[src/rtl/kws_pkg.sv]
// rtl/kws_pkg.sv - shared Q8.8 constants, sequencer state type and saturation helper
package kws_pkg;

    localparam int Q_FRAC = 8;
    localparam logic signed [15:0] Q88_MAX = 16'sh7FFF;
    localparam logic signed [15:0] Q88_MIN = 16'sh8000;

    typedef enum logic [1:0] {
        IDLE,
        WAIT_ACC,
        EMIT,
        DONE
    } seq_state_t;

    // Drop the fractional alignment bits (floor) and clamp into Q8.8 range.
    function automatic logic signed [15:0] sat_q88(input logic signed [63:0] sum);
        logic signed [63:0] q;
        q = sum >>> Q_FRAC;
        if (q > 64'sd32767) begin
            return Q88_MAX;
        end else if (q < -64'sd32768) begin
            return Q88_MIN;
        end
        return q[15:0];
    endfunction

endpackage

[src/rtl/q88_bias_relu.sv]
// rtl/q88_bias_relu.sv - combinational bias align/add, Q8.8 rescale with saturation and optional ReLU
module q88_bias_relu
    import kws_pkg::*;
#(
    parameter int ACC_W   = 32,
    parameter int RELU_EN = 1
) (
    input  logic [ACC_W-1:0] acc_data,
    input  logic [15:0]      bias_data,
    output logic [15:0]      act_data
);

    localparam int SW = ACC_W + 2;

    logic signed [SW-1:0] acc_ext;
    logic signed [SW-1:0] bias_ext;
    logic signed [SW-1:0] sum;
    logic signed [15:0]   sat;

    always_comb begin
        acc_ext  = {{2{acc_data[ACC_W-1]}}, acc_data};
        // Bias is Q8.8; shifting left by the fraction-width difference aligns it to Q.16.
        bias_ext = {{(SW-16){bias_data[15]}}, bias_data} <<< Q_FRAC;
        sum      = acc_ext + bias_ext;
        sat      = sat_q88({{(64-SW){sum[SW-1]}}, sum});
        act_data = ((RELU_EN != 0) && sat[15]) ? 16'h0000 : sat;
    end

endmodule

[src/rtl/layer0_bias_sequencer.sv]
// rtl/layer0_bias_sequencer.sv - walks layer-0 neurons, applies bias/rescale, emits Q8.8 activations
module layer0_bias_sequencer
    import kws_pkg::*;
#(
    parameter int N_NEURONS = 256,
    parameter int ACC_W     = 32,
    parameter int RELU_EN   = 1
) (
    input  logic             clk,
    input  logic             rst_n,
    input  logic             start,
    input  logic             abort,
    output logic             busy,
    output logic             done,
    output logic [7:0]       bias_addr,
    input  logic [15:0]      bias_data,
    input  logic             acc_valid,
    output logic             acc_ready,
    input  logic [ACC_W-1:0] acc_data,
    output logic             out_valid,
    input  logic             out_ready,
    output logic [15:0]      out_data,
    output logic [7:0]       out_idx
);

    localparam logic [7:0] LAST_IDX = 8'(N_NEURONS - 1);

    seq_state_t  state_q, state_d;
    logic [7:0]  idx_q, idx_d;
    logic [15:0] out_data_q, out_data_d;
    logic [7:0]  out_idx_q, out_idx_d;
    logic [15:0] act_data;

    q88_bias_relu #(
        .ACC_W   (ACC_W),
        .RELU_EN (RELU_EN)
    ) u_bias_relu (
        .acc_data  (acc_data),
        .bias_data (bias_data),
        .act_data  (act_data)
    );

    always_comb begin
        state_d    = state_q;
        idx_d      = idx_q;
        out_data_d = out_data_q;
        out_idx_d  = out_idx_q;
        unique case (state_q)
            IDLE: begin
                idx_d = 8'd0;
                if (start) begin
                    state_d = WAIT_ACC;
                end
            end
            WAIT_ACC: begin
                if (acc_valid) begin
                    out_data_d = act_data;
                    out_idx_d  = idx_q;
                    state_d    = EMIT;
                end
            end
            EMIT: begin
                if (out_ready) begin
                    if (idx_q == LAST_IDX) begin
                        state_d = DONE;
                    end else begin
                        idx_d   = idx_q + 8'd1;
                        state_d = WAIT_ACC;
                    end
                end
            end
            DONE: begin
                idx_d   = 8'd0;
                state_d = IDLE;
            end
            default: begin
                idx_d   = 8'd0;
                state_d = IDLE;
            end
        endcase
        // Abort overrides whatever handshake happened this cycle.
        if (abort) begin
            state_d = IDLE;
            idx_d   = 8'd0;
        end
    end

    always_ff @(posedge clk or negedge rst_n) begin
        if (!rst_n) begin
            state_q    <= IDLE;
            idx_q      <= 8'd0;
            out_data_q <= 16'h0000;
            out_idx_q  <= 8'd0;
        end else begin
            state_q    <= state_d;
            idx_q      <= idx_d;
            out_data_q <= out_data_d;
            out_idx_q  <= out_idx_d;
        end
    end

    assign busy      = (state_q != IDLE);
    assign done      = (state_q == DONE);
    assign acc_ready = (state_q == WAIT_ACC);
    assign out_valid = (state_q == EMIT);
    assign bias_addr = idx_q;
    assign out_data  = out_data_q;
    assign out_idx   = out_idx_q;

endmodule

[config.mk]
export PLATFORM = sky130hd
export DESIGN_NAME = layer0_bias_sequencer
export DESIGN_NICKNAME = d
export VERILOG_FILES = /design/src/rtl/kws_pkg.sv /design/src/rtl/q88_bias_relu.sv /design/src/rtl/layer0_bias_sequencer.sv
export SDC_FILE = /design/constraint.sdc
export NUM_CORES = 1
export LEC_CHECK = 0
export CAP_MARGIN = 20
export CORE_UTILIZATION = 42
export DETAILED_ROUTE_END_ITERATION = 16
export PLACE_DENSITY = 0.82
export SLEW_MARGIN = 20
export SYNTH_ARGS = -nofsm -noshare
export SYNTH_HDL_FRONTEND = slang
export SYNTH_SLANG_ARGS = --single-unit
[constraint.sdc]
create_clock -name clk -period 2 [get_ports clk]
set_clock_uncertainty 0.1 [all_clocks]
set_input_delay 0.4 -clock clk [delete_from_list [all_inputs] [get_ports clk]]
set_output_delay 0.4 -clock clk [all_outputs]
set_load 0.01 [all_outputs]
==> results.cfg <==
[status]
status = complete, but fails checks
violations = negative setup slack

[routing]
drt_iter0_markers = 240
drc_errors = 0
via_per_inst = 6.038
wl_mm = 9.751
vias = 3170
wl_per_cell_um = 18.57
postRouteAntennaNets = 0
dr.pass1.iters = 5

[yosys]
synth_async_sr_flop_share = 1.000
yosys_warnings = 0
yosys.area.top_type = dfrtp_1
synth-simple-area-share = 0.1242
synthAdderAreaFrac = 0.1493
synthXorXnorAreaFrac = 0.05952
synth_seq_cells = 33
synth-seq-area-share = 0.3118
synth_top_area_frac = 0.3118
postSynthCellCount = 286
synth_compound_area_frac = 0.2811
synth_common_cells = dfrtp_1, ha_1, a21oi_1
synth_area_leaders = dfrtp_1, ha_1, a221o_1
synth_area_um2 = 2649
synth_mux_area_frac = 0.04157
syn-num-nets = 371
synth.most_common_cell = dfrtp_1
synth_top_family_by_area = compound AO/OA/AOI/OAI gates
yosys_most_used_dff = dfrtp_1
synth-edff-count = 0
syn_avg_cell_area_um2 = 9.262
synth_cell_types = 50

[clock_network]
clkTransAtPathRegs_ps = 60
numCtsBuffers = 5
clock-sinks = 33
htree_levels = 2
worstSkewPairLatency_ps = 290
postCtsHoldBufs = 0
cts_tree = built
cts_buffer_depth = 2
cts_root_buffer = clkbuf_8

[power_and_ir_drop]
power.density_nw_per_um2 = 787.8
power.total_mw = 3.632
p_leak_nw = 2.082
ir_worst_vdd_uv = 777.5

[worst_setup_path]
slowest_delay_ps = 450
worstPathRequired_ps = 2060
worstPathArrival_ps = 3090
cp_cell_sequence = dlygate4sd2_1, ha_4, buf_4, o21ai_0, a21oi_1, a21boi_2, o41ai_2, xnor2_1, o2111ai_2, o31a_4, a221o_1
start_kind = input port
critPathSlowestCell = o31a_4
crit_fanout = 8
r2r_setup_slack_ps = 50
r2r-start = state_q[1]$_DFFE_PN0P_
worstSetupPathType = in2reg
cp-end-kind = flip-flop
crit_path_start = acc_data[14]

[worst_hold_path]
min_from = bias_data[0]
hp-class = in2reg

[timing]
hold_slack_ps = 368.1
slew_violations = 0
hold_viol = 0
rsz0062_at_grt = yes
fin_setup_tns_ps = -15110
setup_viol = 15
fin_crit_sh = 1.518
fmax_mhz = 329.4
period_needed_ps = 3036
setup_slack_ps = -1036

[grt]
antenna_found_initial = 0
grt_pass1_wl_mm = 14.43
grt_pass1_vias = 3143
gr-total-overflow = 0
grt_usage = 0.2861
grt_max_degree = 34

[placed_design]
gp_congestion = 0.8933
post-place-ws_ps = -1727
place_hpwl_mm = 6.175
port_buffers = 80

[floorplanning]
die_y_um = 81.42
initial_core_util = 0.4421
die-area_um2 = 6628
rows = 28
core_region_area_um2 = 5991
dieWidth_um = 81.42
pin_count = 90

[run]
max_cap_viol_count = 0

[finish]
multiInputGateArea_um2 = 2180
final_core_utilization = 0.7696
seq_area_um2 = 827.0
final_layout_size_suffix_gt1_frac = 0.3644
fill_cells = 359
syn_to_final_growth_pct = 74.07
fin_nets = 534
n_antenna_cell = 0
[cells by family after synthesis]
group | Yosys count
AOI/OAI and AO/OA | 106
and+or+nand+nor | 68
DFF | 33
adders and majority gates | 31
buffers and inverters | 19
xor gates and xnor gates | 18
muxes | 10
other | 1
[cell type report]
type,instances,share of cell area
Clock buffer,6,0.01574
Clock inverter,2,0.002171
Inverter,11,0.008955
Multi-Input combinational cell,235,0.4727
Sequential cell,33,0.1794
Tap cell,75,0.02035
Timing Repair Buffer,163,0.3007
[timing repair]
item                                    CTS  global route
endpoints found under the setup margin   24            21
resized for setup                       120            15
pin swaps                                40            18
setup buffers                            13             2
cloned                                    1             0
[sequential cells by signal, summed over array words and instances, names as in the netlist]
name / count
state_q: 2
bias_addr: 8
out_data: 15
out_idx: 8
[metrics by stage]
stage	std cells	area [um2]
final	525	4611
after global routing	525	4611
after CTS	523	4542
after detailed placement	501	4059
after global placement	501	4059
after floorplan	286	2695
[placed cells by master, fill, tap and decap left out, drive strengths merged, types with 15 or more instances in the layout]
cell	count
clkdlybuf4s50	46
a21oi	24
a221o	15
o21ai	20
dlygate4sd2	20
buf	92
nor2	15
nand2	23
ha	30
dfrtp	33
[path summary, 6_finish.rpt]
check	endpoint	cells past startpoint
worst max-delay path	out_data[8]$_DFFE_PN0P_	11
worst min-delay path	out_data[0]$_DFFE_PN0P_	3
worst max register to register	out_data[1]$_DFFE_PN0P_	7
worst min register to register	out_idx[6]$_DFFE_PN0P_	1
max in group asynchronous	state_q[0]$_DFFE_PN0P_	2
min in group asynchronous	state_q[0]$_DFFE_PN0P_	2
[critical path: cells and delay by family]
family | cells | cell delay, ps
adders and majority gates | 1 | 290
buffers and inverters | 2 | 380
AOI/OAI and AO/OA | 7 | 1830
xor gates and xnor gates | 1 | 190
[routing by layer]
layer	routed length, um	share of wire	global-route usage	up-vias
met3	695	0.071	0.04333	58
li1	-	-	-	1417
met4	403	0.041	0.1375	0
met5	0	0	0	-
met2	5109	0.52	0.5275	190
met1	3543	0.36	0.3179	1505
[power breakdown]
part	switching, mW	internal (mW)	leakage (nW)
Clock	0.244	0.241	0.0450
Combinational	0.982	1.16	1.62
Sequential	0.138	0.865	0.422
(Power assumes the default switching activity.)
